`config.mk`:
```
export PLATFORM = sky130hd
export DESIGN_NAME = cmp_count_pipe
export DESIGN_NICKNAME = d
export VERILOG_FILES = /design/src/rtl/cmp_count_pipe.sv
export SDC_FILE = /design/constraint.sdc
export NUM_CORES = 1
export LEC_CHECK = 0
export BUFFER_PORTS_ARGS = -buffer_cell sky130_fd_sc_hd__buf_2
export CAP_MARGIN = 15
export CORE_MARGIN = 3
export CORE_UTILIZATION = 35
export CTS_CLUSTER_DIAMETER = 30
export DETAILED_ROUTE_END_ITERATION = 8
export GPL_TIMING_DRIVEN = 0
export SETUP_SLACK_MARGIN = 0.5
export SLEW_MARGIN = 30
export SYNTH_ARGS = -nofsm -noshare
export SYNTH_HDL_FRONTEND = slang
export SYNTH_SLANG_ARGS = --single-unit
```
`constraint.sdc`:
```
create_clock -name CK -period 1.7 [get_ports CK]
set_clock_uncertainty 0.1 [all_clocks]
set_input_delay 0 -clock CK [delete_from_list [all_inputs] [get_ports CK]]
set_output_delay 0 -clock CK [all_outputs]
set_load 0.03 [all_outputs]
```
`src/rtl/cmp_count_pipe.sv`:
```
// Operand select + unsigned threshold compare feeding a saturating match counter.
// Optional sticky lost-increment flag: define CMP_STICKY_OVF_EN to add the ovf port.
module cmp_count_pipe #(
    parameter int unsigned WIDTH    = 5,
    parameter int unsigned CNT_W    = 9,
    parameter int unsigned TERM_CNT = 511
) (
    input  logic             CK,
    input  logic             RST,
    input  logic             sel,
    input  logic [WIDTH-1:0] pri_data,
    input  logic [WIDTH-1:0] alt_data,
    input  logic             thr_valid,
    input  logic [WIDTH-1:0] thr_data,
    output logic             thr_ready,
    input  logic             cnt_en,
    input  logic             clr,
    output logic             match_q,
    output logic [CNT_W-1:0] cnt_q,
    output logic             term
`ifdef CMP_STICKY_OVF_EN
    ,
    output logic             ovf
`endif
);

    localparam logic [CNT_W-1:0] TermVal = CNT_W'(TERM_CNT);

    typedef enum logic [1:0] {
        StIdle,
        StArmed,
        StHold
    } state_e;

    state_e           state_q, state_d;
    logic [WIDTH-1:0] thr_q, thr_d;
    logic [CNT_W-1:0] cnt_d;
    logic [CNT_W-1:0] cnt_inc;
    logic [WIDTH-1:0] op;
    logic             match_d;
    logic             term_q;
    logic             thr_accept;
    logic             count_req;

    // Stage 1: operand select and compare against the currently held threshold.
    always_comb begin
        op      = sel ? alt_data : pri_data;
        match_d = (op >= thr_q);
    end

    assign thr_ready  = (state_q == StIdle) || (state_q == StHold);
    assign thr_accept = thr_valid && thr_ready;
    assign count_req  = match_q && cnt_en;
    assign cnt_inc    = cnt_q + CNT_W'(1);

    // Stage 2: control and counter next state, highest priority first.
    always_comb begin
        state_d = state_q;
        thr_d   = thr_q;
        cnt_d   = cnt_q;
        if (thr_accept) begin
            // A clr in the same cycle is absorbed: the load already zeroes the count.
            thr_d   = thr_data;
            cnt_d   = '0;
            state_d = StArmed;
        end else if (clr) begin
            cnt_d = '0;
            if (state_q == StHold) begin
                state_d = StArmed;
            end
        end else if ((state_q == StArmed) && count_req) begin
            cnt_d = cnt_inc;
            if (cnt_inc == TermVal) begin
                state_d = StHold;
            end
        end
    end

    always_ff @(posedge CK) begin
        if (RST) begin
            state_q <= StIdle;
            thr_q   <= '0;
            match_q <= 1'b0;
            cnt_q   <= '0;
            term_q  <= 1'b0;
        end else begin
            state_q <= state_d;
            thr_q   <= thr_d;
            match_q <= match_d;
            cnt_q   <= cnt_d;
            term_q  <= (state_d == StHold);
        end
    end

    assign term = term_q;

`ifdef CMP_STICKY_OVF_EN
    logic ovf_q, ovf_d;

    // Records an increment request that arrived while parked at terminal count.
    always_comb begin
        ovf_d = ovf_q;
        if (thr_accept) begin
            ovf_d = 1'b0;
        end else if ((state_q == StHold) && count_req) begin
            ovf_d = 1'b1;
        end
    end

    always_ff @(posedge CK) begin
        if (RST) begin
            ovf_q <= 1'b0;
        end else begin
            ovf_q <= ovf_d;
        end
    end

    assign ovf = ovf_q;
`endif

endmodule
```
==> impl_summary.md <==
Setup path
The critical setup path kind is flip-flop to flip-flop. Along the worst path, the maximum fanout reaches 5. The critical path launch point type is a flip-flop. At the worst endpoint, the required time is 1.81 ns.

Counting cells, the worst reg-to-reg path comes to 6. The worst path arrival time is 1.52 ns. STA classifies the critical path endpoint as a flip-flop.

GRT
For this run, the total global-route usage over all layers was measured as 0.1578. Entering global routing, the biggest net connects 11 pins. The busiest metal layer after global routing is met2.

The global-route wire length before repair is 4291 um. The global-route track usage on met3 is 0.02592. The global routing usage on met2 is 0.2685.

The via count of the first global-routing pass is 986. After global routing the overflow that remains totals 0. The global-route met1 utilization is 0.2063. The initial antenna violation count is 0.

Synth
For this run, the register share of the synthesized area comes to 0.3551. The number of nets in the synthesized netlist is 143. The compound-cell area share of the yosys netlist is 0.1221.

The async set-reset flop share out of synthesis is 0. The number of warning messages in the yosys log is 0. The mux contribution to synthesized area is 0.07398. Synthesis handed over a netlist of 115 instances.

The number of synthesized register bits is 18. The mean cell area of the mapped netlist is 8.824 sq um. The combinational family with the most area after synthesis is simple AND/OR/NAND/NOR gates. Summing every instance area after synthesis gives 0.001015 sq mm.

The post-synthesis simple-gate area fraction is 0.2417. The adder-cell share of the synthesized area is 0.08631. The xor/xnor share of the synthesized area is 0.06042. Among all flip-flop cells after synthesis, the most frequent one is sky130_fd_sc_hd__dfxtp_1. The number of enable flip-flop cells after synthesis is 0.

The number of library cell types mapped by synthesis is 34.

Power and ir drop
The internal cell power is 0.6824 mW. Summed over all cells, the static leakage comes to 0.7151 nW. The net load switching power is 0.2520 mW. The sequential share of power is 0.472. The share of total power dissipated in combinational logic is 0.236. For this design the ratio of total power to cell area is 543.5 mW/mm^2. The fraction of power consumed by the clock network is 0.291. Of the total power, the share spent switching nets is 0.2697.

The maximum vdd ir drop is 0.4198 mV.

Place
The routability congestion estimate from global placement is 0.8303. Port buffering added 31 buffers. After legalization and detailed placement, the total HPWL measured 1758 um.

CTS
CTS built an H-tree with a depth of 1. In this run, CTS created clock tree buffers numbering 3. The total of hold buffers inserted after clock tree synthesis is 9.

The clock transition at the register clock pins on the worst setup and hold paths after CTS is 0.11 ns. The insertion delay of the later-clocked pin in the worst-skew pair is 0.30 ns. The clock tree root buffer cell is sky130_fd_sc_hd__clkbuf_4. The TritonCTS clock tree is built. Clock tree synthesis found a total of 18 sinks. No sink is reached through more buffers than the 2 on the longest clock path.

Floorplan
The die footprint is 0.003581 sq mm. In this run the horizontal extent of the chip is 59.85 um. The area of the core region is 0.002613 sq mm. For this configuration, the core starts out at a cell density of 0.3884. The number of placement rows is 18. 33 I/O pins were placed. The height of the die is 59.85 um.

Route
In the final routed layout, each cell accounts on average for 13.33 um. In the routed layout, each cell is associated on average with a via count of 4.995. The remaining antenna violation count after routing is 0. The violation count after the first detailed-route iteration is 15. For this block, the routed nets add up to 2732 um of wire. The routed layout has 1,024 vias. The number of DRC violations after detailed routing is 0. The pre-antenna-repair detailed-routing pass consisted of 4 iterations.

STA
The final cycle utilization of the critical path is 0.8307. The number of hold violations in the final report is 1. Counting I/O delays and the setup requirement, the final critical path takes 1.412 ns. Hold timing on the final database bottoms out at a slack of -0.02216 ns. The setup total negative slack is 0 ns. Setup repair after global routing could not meet its margin everywhere.

The max-slew violation count came to 0. The worst pin sits at a relative slew slack of 0.8269. The maximum operating frequency is 708.1 MHz. The actual transition at the worst max-transition pin is 0.2524 ns. The total setup violations reported at the end of the flow is 0.

Cells and area
The signed area change from the synthesized netlist to the final layout is 69.42%. In the layout the commonest cells are sky130_fd_sc_hd__buf_2, sky130_fd_sc_hd__buf_4, sky130_fd_sc_hd__nor2_1. The filler cell count in the final layout is 218. The multi-input combinational cell area is 780.7 sq um. The layout cell share with drive strength beyond 1 is 0.5829. The number of nets in the final layout is 204. The library cell used most frequently in the layout, excluding fill and tap cells, is sky130_fd_sc_hd__buf_2. The flip-flop and latch area is 386.6 sq um. The diode insertion count for antenna repair is 0.

Flow run
The tool flagged a number of max-cap violations equal to 0.

Outcome
The flow ran to the end, but the final reports show violations. The checks that failed: negative hold slack.

Min path
The instance count along the most critical hold path is 3. The path class of the tightest hold or removal check is input port to flip-flop.
[layout make-up]
cell class | count | area share
sequential | 18 | 0.2249
clock buffer | 4 | 0.02111
multi-input combinational | 85 | 0.4541
timing repair buffer | 56 | 0.2351
inverter | 8 | 0.01747
buffer | 4 | 0.02547
tap | 30 | 0.02183
[layer usage]
layer	wire length, um	part of all wire	up-vias
li1	-	-	516
met1	1198	0.44	486
met2	1405	0.51	18
met3	102	0.037	4
met4	26	0.0095	0
met5	0	0	-
[Yosys cell counts (2+ instances only)]
cell type / instances / share of area
sky130_fd_sc_hd__nand3_1: 4 / 0.020
sky130_fd_sc_hd__inv_1: 8 / 0.030
sky130_fd_sc_hd__nor3_1: 3 / 0.015
sky130_fd_sc_hd__nor2_1: 17 / 0.063
sky130_fd_sc_hd__xor2_1: 2 / 0.017
sky130_fd_sc_hd__mux2i_1: 3 / 0.030
sky130_fd_sc_hd__nand4_1: 2 / 0.012
sky130_fd_sc_hd__mux2_2: 4 / 0.044
sky130_fd_sc_hd__nand2_1: 6 / 0.022
sky130_fd_sc_hd__ha_1: 7 / 0.086
sky130_fd_sc_hd__nor4_1: 2 / 0.012
sky130_fd_sc_hd__buf_6: 2 / 0.022
sky130_fd_sc_hd__nand2b_1: 2 / 0.012
sky130_fd_sc_hd__xnor2_1: 5 / 0.043
sky130_fd_sc_hd__nor2_2: 2 / 0.012
sky130_fd_sc_hd__a21oi_1: 8 / 0.039
sky130_fd_sc_hd__o21ai_0: 4 / 0.020
sky130_fd_sc_hd__dfxtp_1: 18 / 0.36
[what timing repair did]
| item | CTS | global route |
|---|---|---|
| setup buffers | 7 | 7 |
| endpoints found under the setup margin | 13 | 18 |
| gates resized for setup | 14 | 24 |
| pin swaps | 11 | 20 |
| hold endpoints to repair | 7 | 1 |
| gates cloned | 1 | 1 |
[kinds of logic (layout without fill, tap and decap cells)]
family	count (synthesis)	after routing
multiplexers	7	7
adder cells (fa/ha/maj)	7	7
AO/OA/AOI/OAI	19	19
XOR/XNOR	7	7
flip-flops	18	18
AND/OR/NAND/NOR	45	45
buffers and inverters	12	72
[sequential cells by signal, indices dropped and copies added (netlist names)]
signal and count:
match_q 1, term 1, thr_q 5, state_q 2, cnt_q 9
[worst paths after layout]
kind               from         end  slack, ns
max          state_q[0]    cnt_q[4]       0.29
min                 clr  state_q[1]      -0.02
max reg2reg  state_q[0]    cnt_q[4]       0.29
min reg2reg  state_q[1]        term       0.40
[worst max-delay path, stage by stage (launching register included)]
cell                      delay, ns
sky130_fd_sc_hd__dfxtp_4       0.39
sky130_fd_sc_hd__buf_6         0.11
sky130_fd_sc_hd__buf_4         0.09
sky130_fd_sc_hd__and4b_2       0.28
sky130_fd_sc_hd__nand4_1       0.12
sky130_fd_sc_hd__xor2_1        0.20
sky130_fd_sc_hd__nor2_2        0.04
[power groups by stage]
stage | Sequential, mW | Clock (mW) | Combinational [mW]
finish | 0.441 | 0.272 | 0.221
global route | 0.443 | 0.295 | 0.241
CTS | 0.441 | 0.276 | 0.180
detailed placement | 0.451 | 0 | 0.134
global placement | 0.451 | 0 | 0.130
floorplan | 0.457 | 0 | 0.0810
[per-stage QoR]
step | setup WS, ns | utilization | cells | area, sq um | total power [mW]
CTS | 0.3138 | 0.6006 | 197 | 1569 | 0.8964
detailed placement | 0.2859 | 0.4952 | 176 | 1294 | 0.5856
floorplan | 0.3713 | - | 115 | 1101 | 0.5384
finish | 0.2878 | 0.6580 | 205 | 1719 | 0.9344
global placement | 0.3109 | 0.4952 | 176 | 1294 | 0.5807
global route | 0.2010 | 0.6580 | 205 | 1719 | 0.9794
Power figures use the tool's default switching activity.
